File: config.mk
export PLATFORM = sky130hd
export DESIGN_NAME = mem_port_arbiter_ctrl
export DESIGN_NICKNAME = d
export VERILOG_FILES = /design/src/rtl/mem_port_arbiter_ctrl.sv
export SDC_FILE = /design/constraint.sdc
export NUM_CORES = 1
export LEC_CHECK = 0
export CAP_MARGIN = 20
export CORE_AREA = 2 2 97 99
export CTS_CLUSTER_DIAMETER = 200
export DETAILED_ROUTE_END_ITERATION = 12
export DIE_AREA = 0 0 99 101
export HOLD_SLACK_MARGIN = 0.12
export PLACE_DENSITY = 0.76
export REMOVE_ABC_BUFFERS = 1
export SYNTH_ARGS = -nofsm -noshare
export SYNTH_HDL_FRONTEND = slang
export SYNTH_SLANG_ARGS = --single-unit
File: constraint.sdc
create_clock -name clk -period 1.45 [get_ports clk]
set_input_delay 0.145 -clock clk [delete_from_list [all_inputs] [get_ports clk]]
set_output_delay 0.145 -clock clk [all_outputs]
set_load 0.005 [all_outputs]
File: src/rtl/mem_port_arbiter_ctrl.sv
`default_nettype none
// ============================================================================
// Module   : mem_port_arbiter_ctrl
// Purpose  : Shares one single-port memory between instruction fetch (IF)
//            and data access (MEM). Each access is sequenced through a
//            request/ready handshake with wait states. On completion the
//            granted done output pulses for one cycle (if_done_o doubles as
//            the IR load enable). lmd_o pulses with mem_done_o on loads.
//            Read data bypasses this block.
// Ports    : clk, rst_n (async, active-low)
//            if_req_i / if_addr_i / if_done_o          fetch requester
//            mem_req_i / mem_we_i / mem_addr_i /
//            mem_wdata_i / mem_done_o / lmd_o          data requester
//            m_en_o / m_we_o / m_addr_o / m_wdata_o /
//            m_ready_i                                 memory side
//            m_timeout_o                               sticky timeout flag
// Config   : MEM_TIMEOUT_EN - when defined, an access stalled for TO_CYCLES
//            ACC cycles is terminated and m_timeout_o is set (sticky).
//            When undefined, ACC waits indefinitely and m_timeout_o is 0.
// Revision : 1.0 - initial release
// ============================================================================
module mem_port_arbiter_ctrl #(
  parameter int AW        = 32,
  parameter int DW        = 32,
  parameter int TO_CYCLES = 16
) (
  input  logic          clk,
  input  logic          rst_n,
  input  logic          if_req_i,
  input  logic [AW-1:0] if_addr_i,
  output logic          if_done_o,
  input  logic          mem_req_i,
  input  logic          mem_we_i,
  input  logic [AW-1:0] mem_addr_i,
  input  logic [DW-1:0] mem_wdata_i,
  output logic          mem_done_o,
  output logic          lmd_o,
  output logic          m_en_o,
  output logic          m_we_o,
  output logic [AW-1:0] m_addr_o,
  output logic [DW-1:0] m_wdata_o,
  input  logic          m_ready_i,
  output logic          m_timeout_o
);

  localparam logic [1:0] S_IDLE = 2'd0;
  localparam logic [1:0] S_ACC  = 2'd1;
  localparam logic [1:0] S_RESP = 2'd2;

  if (TO_CYCLES < 2) begin : g_to_cycles_check
    $error("TO_CYCLES must be >= 2");
  end

  logic [1:0]    state_q, state_d;
  logic          last_mem_q, last_mem_d;   // 1: last grant went to MEM
  logic          if_done_q, if_done_d;
  logic          mem_done_q, mem_done_d;
  logic          lmd_q, lmd_d;
  logic          m_en_q, m_en_d;
  logic          m_we_q, m_we_d;
  logic [AW-1:0] m_addr_q, m_addr_d;
  logic [DW-1:0] m_wdata_q, m_wdata_d;
  logic          pick_mem;
  logic          to_hit;

  // On a tie the requester that did not win last time is granted.
  assign pick_mem = mem_req_i && (!if_req_i || !last_mem_q);

`ifdef MEM_TIMEOUT_EN
  localparam int CW = $clog2(TO_CYCLES + 1);

  logic [CW-1:0] wait_cnt_q;
  logic          m_timeout_q, m_timeout_d;

  // Terminal count is TO_CYCLES-1 because the hit is taken on the edge that
  // would otherwise make the count reach TO_CYCLES.
  assign to_hit = (state_q == S_ACC) && !m_ready_i &&
                  (wait_cnt_q == CW'(TO_CYCLES - 1));

  always_ff @(posedge clk or negedge rst_n) begin
    if (!rst_n) begin
      wait_cnt_q <= '0;
    end else if (state_q != S_ACC) begin
      wait_cnt_q <= '0;
    end else if (!m_ready_i) begin
      wait_cnt_q <= wait_cnt_q + 1'b1;
    end
  end

  assign m_timeout_d = m_timeout_q | to_hit;

  always_ff @(posedge clk or negedge rst_n) begin
    if (!rst_n) begin
      m_timeout_q <= 1'b0;
    end else begin
      m_timeout_q <= m_timeout_d;
    end
  end

  assign m_timeout_o = m_timeout_q;
`else
  assign to_hit      = 1'b0;
  assign m_timeout_o = 1'b0;
`endif

  // State and output registers
  always_ff @(posedge clk or negedge rst_n) begin
    if (!rst_n) begin
      state_q    <= S_IDLE;
      last_mem_q <= 1'b0;
      if_done_q  <= 1'b0;
      mem_done_q <= 1'b0;
      lmd_q      <= 1'b0;
      m_en_q     <= 1'b0;
      m_we_q     <= 1'b0;
      m_addr_q   <= '0;
      m_wdata_q  <= '0;
    end else begin
      state_q    <= state_d;
      last_mem_q <= last_mem_d;
      if_done_q  <= if_done_d;
      mem_done_q <= mem_done_d;
      lmd_q      <= lmd_d;
      m_en_q     <= m_en_d;
      m_we_q     <= m_we_d;
      m_addr_q   <= m_addr_d;
      m_wdata_q  <= m_wdata_d;
    end
  end

  // Next-state logic
  always_comb begin
    state_d = state_q;
    case (state_q)
      S_IDLE:  if (if_req_i || mem_req_i) state_d = S_ACC;
      S_ACC:   if (m_ready_i || to_hit)   state_d = S_RESP;
      S_RESP:  state_d = S_IDLE;
      default: state_d = S_IDLE;
    endcase
  end

  // Next values of the registered outputs
  always_comb begin
    last_mem_d = last_mem_q;
    if_done_d  = 1'b0;
    mem_done_d = 1'b0;
    lmd_d      = 1'b0;
    m_en_d     = m_en_q;
    m_we_d     = m_we_q;
    m_addr_d   = m_addr_q;
    m_wdata_d  = m_wdata_q;
    case (state_q)
      S_IDLE: begin
        if (if_req_i || mem_req_i) begin
          m_en_d     = 1'b1;
          last_mem_d = pick_mem;
          if (pick_mem) begin
            m_we_d    = mem_we_i;
            m_addr_d  = mem_addr_i;
            m_wdata_d = mem_wdata_i;
          end else begin
            m_we_d    = 1'b0;
            m_addr_d  = if_addr_i;
            m_wdata_d = '0;
          end
        end
      end
      S_ACC: begin
        if (m_ready_i || to_hit) begin
          m_en_d     = 1'b0;
          m_we_d     = 1'b0;
          if_done_d  = !last_mem_q;
          mem_done_d = last_mem_q;
          // m_we_q still holds the granted direction here.
          lmd_d      = last_mem_q && !m_we_q && m_ready_i;
        end
      end
      default: ;
    endcase
  end

  assign if_done_o  = if_done_q;
  assign mem_done_o = mem_done_q;
  assign lmd_o      = lmd_q;
  assign m_en_o     = m_en_q;
  assign m_we_o     = m_we_q;
  assign m_addr_o   = m_addr_q;
  assign m_wdata_o  = m_wdata_q;

endmodule
`default_nettype wire
* Yosys cells after proc, flatten, opt, wreduce, memory -nomap -nowiden
Index checks and enable logic that the tools add are counted.
** Word-level totals
- Register bits :: 72
- Bits of input ports :: 102
- Word-level logic and storage cells :: 42
** Operators by class
- Equal/unequal tests :: 3
- Mux-type cells :: 17
- Reductions and logical operators :: 13
** Operators by type and width (number)
- 32-bit 2-to-1 mux :: 2
- 1-bit 2-to-1 mux :: 10
- 2-bit 2-to-1 mux :: 2
- 2-bit inequality test, second input constant :: 2
- 1-bit case mux with 2 select lines :: 2
- 2-bit case mux with 2 select lines :: 1
- 2-bit AND reduction :: 2
- 1-bit logical AND :: 3
- 1-bit logical NOT :: 3
- 3-bit AND reduction :: 1
- 2-bit by 1-bit == test with 1-bit output, second input constant :: 1
- 2-bit logical NOT :: 1
- 1-bit logical OR :: 2
- 2-bit nonzero test :: 1

* Logic depth before layout (Yosys ltp)
- Word-level depth :: 6
- Gate-level depth with buffers :: 5
- Mapped depth without buffers :: 4

* Worst setup path after synthesis
No wires, ideal clock.
- Path kind :: reg-to-reg
- From :: register last_mem_q
- To :: register m_addr_q[12] (netlist: m_addr_o[12])
- Setup time :: 125 ps
- Arrival :: 1422 ps
- Slack :: -97 ps
- Stages on the path, launching flop included :: 5
- Buffers on the path :: 1
- Clock period less this slack :: 1547 ps
- Path through :: dfrtp_1 > a21boi_2 > buf_6 > mux2_2 > mux2_2
** On the way
- Cells in the longest elaborated chain, start to end :: 4
** Ends and longest elaborated chain
- start, declared :: line 55 : logic last_mem_q, last_mem_d;
- start signal, assigned :: line 120 : last_mem_q <= last_mem_d;
- 1-bit logical NOT :: line 67 : assign pick_mem = mem_req_i && (!if_req_i || !last_mem_q);
- 1-bit logical OR :: line 67
- 1-bit logical AND :: line 67
- 32-bit 2-to-1 mux :: line 157 : if (pick_mem) begin
- end signal, assigned :: line 126 : m_addr_q <= m_addr_d;
- end, declared :: line 61 : logic [AW-1:0] m_addr_q, m_addr_d;
Every way passes these cells.
A chain may end at the register's enable or synchronous reset.

* Worst setup path after layout
- From :: register last_mem_q
- To :: register m_addr_q[23] (netlist: m_addr_o[23])
The elaborated chain is that of the path after synthesis.

==> qor.csv <==
metric,value,unit
PortBufs,170,
clock skew,0.0102,ns
H-tree depth,3,
multi-input logic area,0.00131,mm2
residual DRC count,0,
status,"complete, but fails checks",
most common cell in the netlist,dfrtp_1,
unrepaired setup endpoints after global routing,yes,
top_reg_cell synth,dfrtp_1,
initial antenna violation count,0,
antenna-violating nets left,0,
CP required,1.66,ns
CTS tree,done,
clk buf depth,2,
fin. max-slew vios,0,
Initial Utilization,0.334,
count of flip-flops with a built-in enable after synthesis,0,
Ant. Diodes,0,
Sum Neg Setup Slack,-3.98,ns
filler instances,697,
# rows,35,
Cell variety after synth,21,
setup violators final,32,
syn_area_per_cell,15.0,um2
CP bufs+invs,2,
part of the cycle the worst path needs,1.10,
vias,2366,
Register Area,0.00180,mm2
Post-synth ARST share,1.00,
Max-cap violations,0,
area of the die,0.0100,mm2
Area Overhead vs Synth,83.3,%
Crit path largest cell delay,0.41,ns
crit end category,flip-flop,
Starting DRT DRC Count,67,
# IOs,172,
CTS sink cnt,72,
FF-to-FF End,m_addr_o[23]$_DFFE_PN0P_,
Yosys top cell area share,0.602,
Overall Power,10.7,mW
gr usage total,0.170,
Post-Syn Area,0.00300,mm2
register area share after synthesis,0.602,
Synth Register Bits,72,
Via density,4.75,
CORE AREA,0.00898,mm2
crit start category,flip-flop,
GPL Wtd Cong,0.730,
crit-path cells,"a21boi_4, buf_6, buf_12, mux2_4, mux2_4",
"CTS clk-pin slew, worst paths",0.07,ns
Synth area leaders,"dfrtp_1 60%, mux2_2 24%, a22o_1 9.4%",
largest net degree at the start of global routing,39,
maximum vdd ir drop,0.000938,V
worst skew pair latency,0.33,ns
CP Max Fanout,8,
PwrDens,1940,mW/mm2
Register-to-Register Path Depth,5,
GRT overflow,0,
Post-synth top cells,"72 x dfrtp_1, 64 x mux2_2, 32 x a22o_1",
CP arrival,1.81,ns
final worst slack,-0.149,ns
worst reg2reg startpoint,last_mem_q$_DFFE_PN0P_,
drt wl/cell,17.1,um
most frequent CP cell,mux2_4,
leak pwr,2.47,nW
clock root buffer,clkbuf_8,
count of final hold-check violations,0,
vias in the first global route,2567,
Post-DP Area,0.00491,mm2
failing checks,setup timing,
first-pass GRT wire length,13100,um
hold_ws,0.309,ns
die width,99,um
slowest CP cell,dfrtp_1,
Synth Warn #,0,
DP HPWL,5630,um
Final nets,485,
FF-to-FF setup slack,-0.15,ns
drt first pass iters,4,
fraction of layout cells with a size suffix above 1,0.258,
Final Critical Period,1.60,ns
critical path's top delay family,multiplexers,
crit path kind,flip-flop to flip-flop,
TritonCTS Buffers,9,
post-synth top area cell,dfrtp_1,
post-route cell area,0.00549,mm2
die height,101,um
post-placement setup slack,-0.389,ns
HP Class,input port to async pin,
DRT Wirelength,8540,um
f_max,625,MHz
post-synthesis instance total,200,
==> area by class of cell <==
type | instances | share of cell area
Multi-Input combinational cell | 112 | 0.238
Clock inverter | 5 | 0.0235
Sequential cell | 72 | 0.328
Inverter | 1 | 0.000684
Tap cell | 111 | 0.0253
Clock buffer | 10 | 0.0251
Timing Repair Buffer | 187 | 0.359
==> worst register-to-register path, stage by stage (launching register included) <==
cell      delay (ns)
dfrtp_1         0.41
a21boi_4        0.18
buf_6           0.16
buf_12          0.14
mux2_4          0.31
mux2_4          0.27
==> per-stage QoR <==
stage,cells,utilization
3_5_place_dp,476,0.547
3_3_place_gp,476,0.547
4_1_cts,498,0.611
2_1_floorplan,185,-
5_1_grt,498,0.612
6_report,498,0.612
==> worst max-delay path by stage <==
stage                     slack (ns)                    from  cells past startpoint                        to
final                          -0.15  last_mem_q$_DFFE_PN0P_                      5  m_addr_o[23]$_DFFE_PN0P_
after global routing           -0.20  last_mem_q$_DFFE_PN0P_                      5  m_addr_o[21]$_DFFE_PN0P_
after CTS                      -0.14  last_mem_q$_DFFE_PN0P_                      5  m_addr_o[23]$_DFFE_PN0P_
after detailed placement       -0.39               mem_req_i                      5   m_addr_o[6]$_DFFE_PN0P_
after global placement         -0.36               mem_req_i                      5  m_addr_o[24]$_DFFE_PN0P_
after floorplan                -1.91                if_req_i                      2   m_addr_o[0]$_DFFE_PN0P_
==> power by group <==
part / internal, mW / total (mW) / switching [mW]
Combinational: 3.46 / 5.00 / 1.54
Sequential: 3.01 / 3.58 / 0.575
Clock: 1.36 / 2.07 / 0.716
Total: 7.83 / 10.7 / 2.83
==> cells in the final DEF (no fill, tap or decap) <==
cell type	n
buf_16	3
mux2_4	51
mux2_2	13
clkinv_4	1
a22o_1	32
nand2_1	3
and2_2	1
nor2b_1	1
and3_1	1
dlygate4sd3_1	1
a21o_1	1
buf_12	6
nor2_1	1
inv_1	1
clkdlybuf4s50_1	169
o21ai_4	1
nor2_2	1
nand2b_1	1
nand3b_1	1
o21ai_0	1
dfrtp_1	72
clkbuf_8	10
a21boi_4	1
a32o_1	1
conb_1	1
bufinv_16	4
buf_4	6
buf_6	2
==> what timing repair did <==
| action | CTS | global route |
|---|---|---|
| pin swaps | 1 | 0 |
| buffers inserted | 3 | 0 |
| cloned | 3 | 0 |
| hold buffers | 1 | 0 |
| endpoints found under the hold margin | 34 | 0 |
| resized for setup | 55 | 2 |
| endpoints found under the setup margin | 33 | 32 |
==> logic make-up after synthesis <==
logic type | share of synthesized area
multiplexers | 0.241
flip-flops | 0.602
AO/OA/AOI/OAI | 0.107
AND/OR/NAND/NOR | 0.0176
buffers and inverters | 0.0326
other | 0.00125
==> sequential cells by signal, indices dropped and copies added, names as in the netlist <==
signal / flops
m_en_o: 1
m_wdata_o: 32
m_addr_o: 32
m_we_o: 1
last_mem_q: 1
mem_done_o: 1
lmd_o: 1
state_q: 2
if_done_o: 1
==> routing by layer <==
metal	up-vias	part of all wire	wire length, um	track usage
met3	10	0.093	790	0.0499
li1	1096	-	-	-
met4	0	0.011	96	0.0611
met2	132	0.48	4070	0.285
met1	1128	0.42	3580	0.210
met5	-	0	0	0
Note: power is estimated with default switching activity, not from simulation.
